==> src/rtl/dmem_arbiter_if.sv <==
// Bus bundle for the two-requester data-memory arbiter: both requester ports,
// the byte-wide memory side and a debug view of the arbiter FSM.
interface dmem_arbiter_if #(
    parameter int ADDR_W = 8
);
    // Requester handshake: hold req (with stable fields) until gnt pulses; the
    // fields are latched on gnt and may change afterwards. done pulses once when
    // the access completes, and rdata carries the load word from that cycle on.
    logic              p0_req;
    logic              p0_we;
    logic [ADDR_W-1:0] p0_addr;
    logic [31:0]       p0_wdata;
    logic              p0_gnt;
    logic              p0_done;
    logic [31:0]       p0_rdata;

    logic              p1_req;
    logic              p1_we;
    logic [ADDR_W-1:0] p1_addr;
    logic [31:0]       p1_wdata;
    logic              p1_gnt;
    logic              p1_done;
    logic [31:0]       p1_rdata;

    logic              busy;
    logic [ADDR_W-1:0] mem_addr;
    logic              mem_we;
    logic [7:0]        mem_wdata;
    logic [7:0]        mem_rdata;
    logic [1:0]        dbg_state;

    modport slave (
        input  p0_req, p0_we, p0_addr, p0_wdata,
        input  p1_req, p1_we, p1_addr, p1_wdata,
        input  mem_rdata,
        output p0_gnt, p0_done, p0_rdata,
        output p1_gnt, p1_done, p1_rdata,
        output busy, mem_addr, mem_we, mem_wdata, dbg_state
    );

    modport master (
        output p0_req, p0_we, p0_addr, p0_wdata,
        output p1_req, p1_we, p1_addr, p1_wdata,
        output mem_rdata,
        input  p0_gnt, p0_done, p0_rdata,
        input  p1_gnt, p1_done, p1_rdata,
        input  busy, mem_addr, mem_we, mem_wdata, dbg_state
    );
endinterface

==> src/rtl/dmem_arbiter.sv <==
// Round-robin arbiter that serialises 32-bit word accesses from two requesters
// into four big-endian byte cycles on a synchronous-read byte memory.
module dmem_arbiter #(
    parameter int ADDR_W = 8
) (
    input  logic          CLOCK_50,
    input  logic          rst_n,
    dmem_arbiter_if.slave bus
);
    typedef enum logic [1:0] {IDLE, XFER, TAIL, DONE} state_t;

    state_t            r_state;
    logic [1:0]        r_cnt;
    logic              r_owner;
    logic              r_last;
    logic              r_we;
    logic [ADDR_W-1:0] r_base;
    logic [31:0]       r_wdata;
    logic [23:0]       r_acc;
    logic              r_p0_gnt;
    logic              r_p1_gnt;
    logic              r_p0_done;
    logic              r_p1_done;
    logic [31:0]       r_p0_rdata;
    logic [31:0]       r_p1_rdata;
    logic              r_busy;
    logic [ADDR_W-1:0] r_mem_addr;
    logic              r_mem_we;
    logic [7:0]        r_mem_wdata;

    logic              w_any;
    logic              w_sel;
    logic              w_sel_we;
    logic [ADDR_W-1:0] w_sel_addr;
    logic [31:0]       w_sel_wdata;
    logic [1:0]        w_next_cnt;
    logic [ADDR_W-1:0] w_next_addr;
    logic [7:0]        w_next_byte;

    // On a tie the port that was not granted last wins; r_last resets to port 1.
    assign w_any       = bus.p0_req | bus.p1_req;
    assign w_sel       = ~(bus.p0_req & (~bus.p1_req | r_last));
    assign w_sel_we    = w_sel ? bus.p1_we    : bus.p0_we;
    assign w_sel_addr  = w_sel ? bus.p1_addr  : bus.p0_addr;
    assign w_sel_wdata = w_sel ? bus.p1_wdata : bus.p0_wdata;
    assign w_next_cnt  = r_cnt + 2'd1;
    assign w_next_addr = r_base + ADDR_W'(w_next_cnt);

    always_comb begin
        w_next_byte = r_wdata[31:24];
        case (w_next_cnt)
            2'd1:    w_next_byte = r_wdata[23:16];
            2'd2:    w_next_byte = r_wdata[15:8];
            2'd3:    w_next_byte = r_wdata[7:0];
            default: w_next_byte = r_wdata[31:24];
        endcase
    end

    always_ff @(posedge CLOCK_50 or negedge rst_n) begin
        if (!rst_n) begin
            r_state     <= IDLE;
            r_cnt       <= 2'd0;
            r_owner     <= 1'b0;
            r_last      <= 1'b1;
            r_we        <= 1'b0;
            r_base      <= '0;
            r_wdata     <= 32'h0;
            r_acc       <= 24'h0;
            r_p0_gnt    <= 1'b0;
            r_p1_gnt    <= 1'b0;
            r_p0_done   <= 1'b0;
            r_p1_done   <= 1'b0;
            r_p0_rdata  <= 32'h0;
            r_p1_rdata  <= 32'h0;
            r_busy      <= 1'b0;
            r_mem_addr  <= '0;
            r_mem_we    <= 1'b0;
            r_mem_wdata <= 8'h0;
        end else begin
            r_p0_gnt  <= 1'b0;
            r_p1_gnt  <= 1'b0;
            r_p0_done <= 1'b0;
            r_p1_done <= 1'b0;
            case (r_state)
                IDLE: begin
                    if (w_any) begin
                        r_owner     <= w_sel;
                        r_last      <= w_sel;
                        r_we        <= w_sel_we;
                        r_base      <= w_sel_addr;
                        r_wdata     <= w_sel_wdata;
                        r_cnt       <= 2'd0;
                        r_busy      <= 1'b1;
                        r_mem_addr  <= w_sel_addr;
                        r_mem_we    <= w_sel_we;
                        r_mem_wdata <= w_sel_wdata[31:24];
                        r_p0_gnt    <= ~w_sel;
                        r_p1_gnt    <= w_sel;
                        r_state     <= XFER;
                    end
                end
                XFER: begin
                    // Read data lags the address by one cycle, so cnt=k sees byte k-1.
                    if (!r_we) begin
                        case (r_cnt)
                            2'd1:    r_acc[23:16] <= bus.mem_rdata;
                            2'd2:    r_acc[15:8]  <= bus.mem_rdata;
                            2'd3:    r_acc[7:0]   <= bus.mem_rdata;
                            default: ;
                        endcase
                    end
                    if (r_cnt == 2'd3) begin
                        r_mem_we <= 1'b0;
                        if (r_we) begin
                            r_p0_done <= ~r_owner;
                            r_p1_done <= r_owner;
                            r_state   <= DONE;
                        end else begin
                            r_state   <= TAIL;
                        end
                    end else begin
                        r_cnt       <= w_next_cnt;
                        r_mem_addr  <= w_next_addr;
                        r_mem_wdata <= w_next_byte;
                    end
                end
                TAIL: begin
                    if (r_owner) r_p1_rdata <= {r_acc, bus.mem_rdata};
                    else         r_p0_rdata <= {r_acc, bus.mem_rdata};
                    r_p0_done <= ~r_owner;
                    r_p1_done <= r_owner;
                    r_state   <= DONE;
                end
                DONE: begin
                    r_busy  <= 1'b0;
                    r_state <= IDLE;
                end
                default: r_state <= IDLE;
            endcase
        end
    end

    assign bus.p0_gnt    = r_p0_gnt;
    assign bus.p1_gnt    = r_p1_gnt;
    assign bus.p0_done   = r_p0_done;
    assign bus.p1_done   = r_p1_done;
    assign bus.p0_rdata  = r_p0_rdata;
    assign bus.p1_rdata  = r_p1_rdata;
    assign bus.busy      = r_busy;
    assign bus.mem_addr  = r_mem_addr;
    assign bus.mem_we    = r_mem_we;
    assign bus.mem_wdata = r_mem_wdata;
    assign bus.dbg_state = r_state;
endmodule
==> src/flat_wrapper.sv <==
// flat-port wrapper written by rule: the top's interface ports become plain ports
module dmem_arbiter_flat 
#(
    parameter int ADDR_W = 8
)
  (CLOCK_50, rst_n, bus_p0_req, bus_p0_we, bus_p0_addr, bus_p0_wdata, bus_p1_req, bus_p1_we, bus_p1_addr, bus_p1_wdata, bus_mem_rdata, bus_p0_gnt, bus_p0_done, bus_p0_rdata, bus_p1_gnt, bus_p1_done, bus_p1_rdata, bus_busy, bus_mem_addr, bus_mem_we, bus_mem_wdata, bus_dbg_state);
  dmem_arbiter_if #(.ADDR_W(ADDR_W)) bus_i ();
  input  logic CLOCK_50;
  input  logic rst_n;
  input wire logic [$bits(bus_i.p0_req)-1:0] bus_p0_req;
  input wire logic [$bits(bus_i.p0_we)-1:0] bus_p0_we;
  input wire logic [$bits(bus_i.p0_addr)-1:0] bus_p0_addr;
  input wire logic [$bits(bus_i.p0_wdata)-1:0] bus_p0_wdata;
  input wire logic [$bits(bus_i.p1_req)-1:0] bus_p1_req;
  input wire logic [$bits(bus_i.p1_we)-1:0] bus_p1_we;
  input wire logic [$bits(bus_i.p1_addr)-1:0] bus_p1_addr;
  input wire logic [$bits(bus_i.p1_wdata)-1:0] bus_p1_wdata;
  input wire logic [$bits(bus_i.mem_rdata)-1:0] bus_mem_rdata;
  output wire logic [$bits(bus_i.p0_gnt)-1:0] bus_p0_gnt;
  output wire logic [$bits(bus_i.p0_done)-1:0] bus_p0_done;
  output wire logic [$bits(bus_i.p0_rdata)-1:0] bus_p0_rdata;
  output wire logic [$bits(bus_i.p1_gnt)-1:0] bus_p1_gnt;
  output wire logic [$bits(bus_i.p1_done)-1:0] bus_p1_done;
  output wire logic [$bits(bus_i.p1_rdata)-1:0] bus_p1_rdata;
  output wire logic [$bits(bus_i.busy)-1:0] bus_busy;
  output wire logic [$bits(bus_i.mem_addr)-1:0] bus_mem_addr;
  output wire logic [$bits(bus_i.mem_we)-1:0] bus_mem_we;
  output wire logic [$bits(bus_i.mem_wdata)-1:0] bus_mem_wdata;
  output wire logic [$bits(bus_i.dbg_state)-1:0] bus_dbg_state;
  assign bus_i.p0_req = bus_p0_req;
  assign bus_i.p0_we = bus_p0_we;
  assign bus_i.p0_addr = bus_p0_addr;
  assign bus_i.p0_wdata = bus_p0_wdata;
  assign bus_i.p1_req = bus_p1_req;
  assign bus_i.p1_we = bus_p1_we;
  assign bus_i.p1_addr = bus_p1_addr;
  assign bus_i.p1_wdata = bus_p1_wdata;
  assign bus_i.mem_rdata = bus_mem_rdata;
  assign bus_p0_gnt = bus_i.p0_gnt;
  assign bus_p0_done = bus_i.p0_done;
  assign bus_p0_rdata = bus_i.p0_rdata;
  assign bus_p1_gnt = bus_i.p1_gnt;
  assign bus_p1_done = bus_i.p1_done;
  assign bus_p1_rdata = bus_i.p1_rdata;
  assign bus_busy = bus_i.busy;
  assign bus_mem_addr = bus_i.mem_addr;
  assign bus_mem_we = bus_i.mem_we;
  assign bus_mem_wdata = bus_i.mem_wdata;
  assign bus_dbg_state = bus_i.dbg_state;
  dmem_arbiter #(.ADDR_W(ADDR_W)) u_core (.CLOCK_50(CLOCK_50), .rst_n(rst_n), .bus(bus_i));
endmodule
==> config.mk <==
export PLATFORM = sky130hd
export DESIGN_NAME = dmem_arbiter_flat
export DESIGN_NICKNAME = d
export VERILOG_FILES = /design/src/rtl/dmem_arbiter_if.sv /design/src/rtl/dmem_arbiter.sv /design/src/flat_wrapper.sv
export SDC_FILE = /design/constraint.sdc
export NUM_CORES = 1
export LEC_CHECK = 0
export CORE_UTILIZATION = 48
export DETAILED_ROUTE_END_ITERATION = 10
export PLACE_DENSITY = 0.78
export SKIP_LAST_GASP = 1
export SLEW_MARGIN = 15
export SYNTH_ARGS = -nofsm -noshare
export SYNTH_HDL_FRONTEND = slang
export SYNTH_SLANG_ARGS = --single-unit
==> constraint.sdc <==
create_clock -name CLOCK_50 -period 2.49 [get_ports CLOCK_50]
set_input_delay 0.249 -clock CLOCK_50 [delete_from_list [all_inputs] [get_ports CLOCK_50]]
set_output_delay 0.249 -clock CLOCK_50 [all_outputs]
set_load 0.005 [all_outputs]
Yosys cells after proc, flatten, opt, wreduce, memory -nomap -nowiden --
Index checks and enable logic that the tools add are counted. W data, S select, Z words.
Storage, ports and cells: bits in registers 157, input port bits 94, output and inout bits 88, logic and storage cells 86
Cells by class: add/subtract/negate cells 2, eq/ne operators 12, mux-type cells 32, bitwise operators 7, reductions and logical operators 13
Operator list (number):
- $mux W8 | 5
- $mux W32 | 1
- $pmux W8 S2 | 2
- $pmux W8 S3 | 1
- $reduce_and A3 Y1 | 5
- $mux W1 | 13
- $eq A2 B2 Y1 const B | 6
- $reduce_and A2 Y1 | 5
- $add A8 B2 Y8 | 1
- $mux W2 | 4
- $pmux W1 S2 | 4
- $pmux W2 S4 | 1
- $eq A2 B1 Y1 const B | 3
- $ne A2 B1 Y1 const B | 2
- $not A1 Y1 | 4
- $pmux W2 S2 | 1
- $reduce_bool A2 Y1 | 2
- $add A2 B1 Y2 const B | 1
- $logic_not A2 Y1 | 1
- $ne A2 B2 Y1 const B | 1
- $or A1 B1 Y1 | 2
- $and A1 B1 Y1 | 1

Logic depth before layout (Yosys ltp) --
Gate-level depths: netlist of the first run.
word-level depth 6, mapped depth 9, depth with buffers taken out 7

Worst setup path before layout of the first run --
Ideal clock, no wire load.
path kind register to register, start reg u_core.r_cnt[0], end reg u_core.r_mem_addr[6] (netlist: u_core.bus.mem_addr[6]), library setup time 0.138 ns, data arrival time 1.751 ns, data required time 2.352 ns, setup slack 0.601 ns, cell stages (with the launch flop) 8, path buffers 0, period minus slack after synthesis 1.889 ns, path through dfrtp_1 inv_1 ha_1 fa_1 and3_1 nand3_1 xor2_1 o221ai_1
Between the ends: longest elaborated chain between the ends 4, elaborated cells on any way between the ends 7, classes of those cells add/sub: 2; eq/ne: 2; mux: 2; reduce/logical: 1
Ends and longest elaborated chain:
- start: declaration | line dmem_arbiter.sv:13 | logic [1:0] r_cnt;
- start signal: assignment | line dmem_arbiter.sv:122 | r_cnt <= w_next_cnt;
- $add A2 B1 Y2 | line dmem_arbiter.sv:46 | assign w_next_cnt = r_cnt + 2'd1;
- $add A8 B2 Y8 | line dmem_arbiter.sv:47 | assign w_next_addr = r_base + ADDR_W'(w_next_cnt);
- $mux W8 | line dmem_arbiter.sv:112 | if (r_cnt == 2'd3) begin
- $pmux W8 S2 | line dmem_arbiter.sv:84 | case (r_state)
- end signal: assignment | line dmem_arbiter.sv:94 | r_mem_addr <= w_sel_addr;
- end signal: assignment | line dmem_arbiter.sv:123 | r_mem_addr <= w_next_addr;
- end: declaration | line dmem_arbiter.sv:27 | logic [ADDR_W-1:0] r_mem_addr;
Parallel ways exist; a longest one is shown, timed or not. The select of a mux whose other input is x is not followed. A chain may end at the register's enable or synchronous reset.

Final worst setup path of the first run --
start reg u_core.r_cnt[0], end reg u_core.r_mem_addr[7] (netlist: u_core.bus.mem_addr[7])
The elaborated chain is that of the path after synthesis.

==> flow_summary_export.csv, run 1 <==
group,metric,value,unit
outcome,outcome,"finished, final reports clean",
power,p_sw_share,32.8,%
route,num_vias,5042,
timing,fin_ws,309,ps
placed_design,dp_slack,353,ps
route,ant_nets,0,
setup_path,arrival,2480,ps
global_route,grt_pass1_vias,4999,
clock_network,cts.sinks,149,
global_route,grt_max_degree,71,
die,core,13300,µm²
global_route,antenna_found_initial,0,
cells_and_area,areaGrowthSynthToFinish,38.8,%
route,first_pass_iters,6,
clock_network,clk_latency,420,ps
cells_and_area,fin_area,9200,µm²
synthesis,synth_cells,551,
cells_and_area,drive_gt1_share,19.2,%
hold_path,holdCritPathClass,"in -> async",
setup_path,critPathKind,"reg -> reg",
synthesis,synth-compound-area-share,9.98,%
power,clkPwrFrac,20.5,%
placed_design,dp.cells,885,
clock_network,clock_path_buffers,2,
timing,max_slew_margin,57.9,%
global_route,grt_pass1_wl,25.8,mm
timing,final-hold-violation-count,0,
die,die_w,120,µm
synthesis,ys.flop_type,"dfrtp_1",
synthesis,yosysSeqAreaShare,56.3,%
global_route,grt_usage,23.5,%
power,leakage,4.01,nW
setup_path,cp-end-kind,"register",
synthesis,ys_seq_elements,149,
synthesis,yosysTopAreaCellShare,55.9,%
die,rows,42,
clock_network,postCtsSetupRepairBufs,0,
timing,finalCritPeriodShare,87.6,%
synthesis,synth_fa_ha_area_share,2.19,%
setup_path,timing.rr.start,"u_core.r_cnt[0]",
setup_path,required,2790,ps
timing,min_period,2180,ps
placed_design,gp_congestion,0.848,
placed_design,dp_hpwl,11.8,mm
setup_path,critPathMaxFanout,5,
clock_network,cts.clk_slew.worst_paths,60,ps
power,pwr-share-seq,36.8,%
clock_network,h-tree-depth,4,
synthesis,synthMuxAreaShare,19.2,%
power,power.total,12.1,mW
synthesis,synth_enable_flop_cells,0,
global_route,grt.overflow.total,0,
synthesis,yosysWarningCount,0,
setup_path,r2r_slack,310,ps
route,wl_per_cell,17.6,µm
timing,rsz0062_at_grt,"false",
die,start_util,49.7,%
synthesis,synth_top_family_by_area,"multiplexers",
run,drv_cap,0,
clock_network,cts_resized,0,
synthesis,syn-cell-area,6630,µm²
setup_path,r2r_end,"u_core.bus.mem_addr[7]",
timing,finalSetupViolCount,0,
power,p_int,8.14,mW
route,via_per_inst,5.50,
route,drcViolationCount,0,
die,die_h,120,µm
placed_design,postPlaceCellArea,8620,µm²
power,pwr-share-comb,42.7,%
timing,final.setup.tns,0,ps
cells_and_area,fillerInstances,989,
synthesis,yosysTopAreaCell,"dfrtp_1",
power,power.density,1320,nW/µm²
route,drtIter0Drc,316,
synthesis,synth-xor-area-share,0.661,%
die,ioPinCount,182,
cells_and_area,post-route-util,68.9,%
setup_path,startpoint_type,"register",
cells_and_area,final_cells,917,
synthesis,yosys.cell_types.count,43,
synthesis,synth_area_leaders,"dfrtp_1 (56%), mux2_2 (15%), mux2i_1 (4.2%)",
power,ir_drop,0.600,mV
timing,skew,13.3,ps
die,die_area,14300,µm²
cells_and_area,mostFrequentLayoutCell,"clkdlybuf4s50_1",
setup_path,reg2reg_depth,7,
route,wirelength,16.1,mm
synthesis,async_flop_share,100,%
clock_network,cts_tree,"built",
placed_design,io_buffers,181,
synthesis,avgSynthCellArea,12.0,µm²
cells_and_area,fin_nets,834,
timing,report.final.slew_viol_count,0,
synthesis,synth_nets,656,
timing,worst_pin_slew,631,ps
synthesis,synth_simple_gate_area_share,8.14,%
power,p_sw,3.97,mW
timing,fmax,458,MHz
clock_network,cts_root_buffer,"clkbuf_16",
timing,hold_ws,406,ps
clock_network,numCtsBuffers,17,
cells_and_area,antenna_cells,0,
cells_and_area,final_cell_mix,"clkdlybuf4s50_1 (180), dfrtp_1 (148), mux2_2 (86)",
power by group through the flow:
stage / Sequential [mW] / Clock, mW / Combinational, mW
floorplan: 4.35 / 0 / 2.82
global placement: 4.42 / 0 / 5.01
global route: 4.60 / 2.61 / 5.65
finish: 4.46 / 2.48 / 5.17
CTS: 4.46 / 2.52 / 5.21
detailed placement: 4.49 / 0 / 5.19
sequential cells by signal, indices dropped and copies added, names as in the netlist:
register / cells
u_core.bus.p0_rdata: 32
u_core.bus.p1_rdata: 32
u_core.r_acc: 24
u_core.r_wdata: 24
u_core.bus.mem_addr: 8
u_core.bus.mem_wdata: 8
u_core.r_base: 8
u_core.bus.dbg_state: 2
u_core.r_cnt: 2
u_core.bus.busy: 1
u_core.bus.mem_we: 1
u_core.bus.p0_done: 1
u_core.bus.p0_gnt: 1
u_core.bus.p1_done: 1
u_core.bus.p1_gnt: 1
u_core.r_last: 1
u_core.r_owner: 1
u_core.r_we: 1
repair_timing:
item,CTS,global route
endpoints found under the setup margin,0,0
hold buffers,1,0
hold endpoints to repair,68,0
synth_stat cells, types with 4 or more instances:
cell type	count
clkbuf_1	15
a21oi_1	18
a21boi_0	8
nand2_1	52
o21ai_0	46
o21ai_1	5
buf_2	7
ha_1	10
mux2_2	86
inv_1	7
buf_6	4
mux2i_1	28
buf_4	9
a211oi_1	6
and3_1	17
a222oi_1	8
dfrtp_1	148
nor2_1	36
cells by family after synthesis:
logic type / Yosys count
flops: 149
simple gates: 120
mux: 116
compound gates: 106
buf+inv: 44
fa+ha+maj: 11
xor+xnor: 5
critical path: stages (launching register included):
cell and delay, ps:
dfrtp_1 390, inv_1 120, ha_1 390, ha_1 300, a21oi_1 320, nor4_1 120, nor3_1 300, o31ai_1 110
per-layer routing:
layer,part of all wire [%],GRT usage (%),vias up
met5,0,0,-
met3,5.8,4.99,14
met2,50,38.6,208
li1,-,-,2313
met1,43,30.8,2507
met4,0.79,8.20,0
cell type report:
| class | instances | area, µm² | area share (%) |
|---|---|---|---|
| Timing Repair Buffer | 196 | 1980 | 21.5 |
| Inverter | 7 | 26.3 | 0.286 |
| Sequential cell | 149 | 3730 | 40.5 |
| Clock buffer | 21 | 450 | 4.90 |
| Multi-Input combinational cell | 358 | 2670 | 29.1 |
| Clock inverter | 10 | 121 | 1.32 |
| Tap cell | 176 | 220 | 2.39 |
worst max path at each step:
| stage | start | endpoint | depth (start not counted) |
|---|---|---|---|
| floorplan | u_core.r_cnt[0] | u_core.bus.mem_addr[6] | 7 |
| global placement | u_core.r_cnt[0] | u_core.bus.mem_addr[7] | 7 |
| detailed placement | u_core.r_cnt[0] | u_core.bus.mem_addr[7] | 7 |
| CTS | u_core.r_cnt[0] | u_core.bus.mem_addr[7] | 7 |
| global route | u_core.r_cnt[0] | u_core.bus.mem_addr[7] | 7 |
| finish | u_core.r_cnt[0] | u_core.bus.mem_addr[7] | 7 |
Power figures use the tool's default switching activity.
==> run 2: changes to the inputs <==
CELL_PAD_IN_SITES_DETAIL_PLACEMENT = 2   (was default)
CELL_PAD_IN_SITES_GLOBAL_PLACEMENT = 2   (was default)
CORE_UTILIZATION = 31   (was 48)
HOLD_SLACK_MARGIN = 0.03   (was default)
REMOVE_ABC_BUFFERS = 1   (was default)
==> run 2 against run 1 <==
Net effect:
- via count increased by 0.79%
- critical endpoint unchanged
- combinational power increased by 4.8%
- critical path depth unchanged
- routed wire length increased by 28%
- cell area increased by 2.1%
- highest routed layer unchanged
- clock skew increased by 1.3 ps
- count of clock-buffer cells in the layout decreased by 4
==> flow_summary_export.csv, run 2 (same netlist as run 1, synthesis figures left out) <==
group,metric,value,unit
clock_network,cts.clk_slew.worst_paths,70,ps
setup_path,crit_top_cell,"ha_1",
cells_and_area,drive_gt1_share,20.1,%
cells_and_area,antenna_cells,0,
die,rows,53,
power,p_sw,4.40,mW
cells_and_area,final_cell_mix,"clkdlybuf4s50_1 (180), dfrtp_1 (148), mux2_2 (86)",
power,power.total,12.7,mW
clock_network,clk_latency,430,ps
timing,final-hold-violation-count,0,
die,start_util,31.5,%
route,wirelength,20.6,mm
clock_network,cts_tree,"built",
cells_and_area,areaGrowthSynthToFinish,41.8,%
setup_path,startpoint_type,"register",
global_route,grt_max_degree,73,
placed_design,dp_hpwl,14.8,mm
run,drv_cap,0,
power,p_sw_share,34.8,%
power,ir_drop,0.446,mV
cells_and_area,fin_nets,839,
placed_design,dp.cells,989,
placed_design,postPlaceCellArea,8760,µm²
placed_design,io_buffers,181,
setup_path,cp_slowest_cell,"dfrtp_1",
die,die_h,148,µm
timing,fmax,462,MHz
timing,finalCritPeriodShare,86.9,%
placed_design,gp_congestion,0.794,
cells_and_area,fin_area,9400,µm²
route,drcViolationCount,0,
global_route,antenna_found_initial,0,
outcome,outcome,"finished, final reports clean",
route,wl_per_cell,20.2,µm
setup_path,slowest_delay,410,ps
timing,skew,14.6,ps
clock_network,h-tree-depth,4,
timing,worst_pin_slew,725,ps
cells_and_area,final_cells,1022,
global_route,grt_usage,19.8,%
route,first_pass_iters,7,
setup_path,required,2830,ps
die,die_area,22000,µm²
die,core,21000,µm²
global_route,grt_pass1_vias,5786,
power,clkPwrFrac,21.4,%
timing,report.final.slew_viol_count,0,
hold_path,holdCritPathClass,"in -> async",
global_route,grt_pass1_wl,32.9,mm
route,via_per_inst,4.97,
clock_network,cts.sinks,149,
timing,max_slew_margin,51.7,%
die,die_w,148,µm
power,power.density,1350,nW/µm²
power,pwr-share-seq,35.7,%
route,drtIter0Drc,194,
cells_and_area,mostFrequentLayoutCell,"clkdlybuf4s50_1",
die,ioPinCount,182,
global_route,grt.overflow.total,0,
setup_path,worstPathCellList,"inv_1 -> ha_1 -> ha_1 -> a21oi_1 -> o31a_1 -> nor3_1 -> o31ai_1",
setup_path,critPathKind,"reg -> reg",
power,p_int,8.25,mW
route,num_vias,5082,
timing,min_period,2160,ps
route,ant_nets,0,
power,leakage,4.07,nW
setup_path,cp-end-kind,"register",
setup_path,arrival,2500,ps
timing,rsz0062_at_grt,"false",
timing,hold_ws,428,ps
clock_network,numCtsBuffers,17,
power,pwr-share-comb,42.8,%
clock_network,cts_root_buffer,"clkbuf_16",
clock_network,clock_path_buffers,2,
setup_path,reg2reg_depth,7,
timing,finalSetupViolCount,0,
setup_path,critPathMaxFanout,5,
## run 2: layout make-up
cell class / instances / area, µm²
inverter: 7 / 26.3
clock inverter: 15 / 190
multi-input combinational: 358 / 2680
timing repair buffer: 201 / 2000
sequential: 149 / 3730
fill: 2162 / 11600
clock buffer: 17 / 425
tap: 275 / 344
## run 2: power groups by stage
stage / registers, mW / clock network [mW] / logic, mW
2_1_floorplan: 4.35 / 0 / 2.60
3_3_place_gp: 4.42 / 0 / 5.14
3_5_place_dp: 4.56 / 0 / 5.44
4_1_cts: 4.54 / 2.78 / 5.51
5_1_grt: 4.68 / 2.87 / 5.96
6_report: 4.52 / 2.71 / 5.42
## run 2: critical path, delay by kind of cell (launching register included)
family,cells,cell delay (ps)
flip-flops,1,410
AO/OA/AOI/OAI,3,790
AND/OR/NAND/NOR,1,50
buffers and inverters,1,140
adder cells (fa/ha/maj),2,700
## run 2: path summary, 6_finish.rpt
| check | start | to | slack (ps) |
|---|---|---|---|
| max | u_core.r_cnt[0] | u_core.bus.mem_addr[7] | 330 |
| min | rst_n | u_core.bus.p1_rdata[5] | 430 |
| max reg2reg | u_core.r_cnt[0] | u_core.bus.mem_addr[7] | 330 |
| min reg2reg | u_core.r_wdata[6] | u_core.r_wdata[6] | 490 |
| max in group asynchronous | rst_n | u_core.bus.p0_rdata[28] | 1350 |
| min in group CLOCK_50 | bus_p0_wdata[19] | u_core.r_wdata[19] | 460 |
## run 2: routing by layer
layer / share of wire (%) / routed length [µm] / track usage, %
met1: 43 / 8900 / 24.6
met2: 51 / 10500 / 34.1
met3: 4.8 / 981 / 4.17
met4: 1.4 / 286 / 6.24
met5: 0 / 0 / 0
## run 2: through the flow
step / setup slack [ps] / TNS (ps) / util (%)
6_report: 327 / 0 / 44.7
4_1_cts: 145 / 0 / 44.7
3_5_place_dp: 120 / 0 / 41.7
3_3_place_gp: 220 / 0 / 41.7
2_1_floorplan: -40.5 / -81.1 / -
5_1_grt: 114 / 0 / 44.7
## run 2: what timing repair did
action | CTS | global route
setup buffers | 0 | 0
gates resized for setup | 0 | 1
hold buffers | 1 | 0
setup endpoints to repair | 0 | 4
hold endpoints to repair | 67 | 0
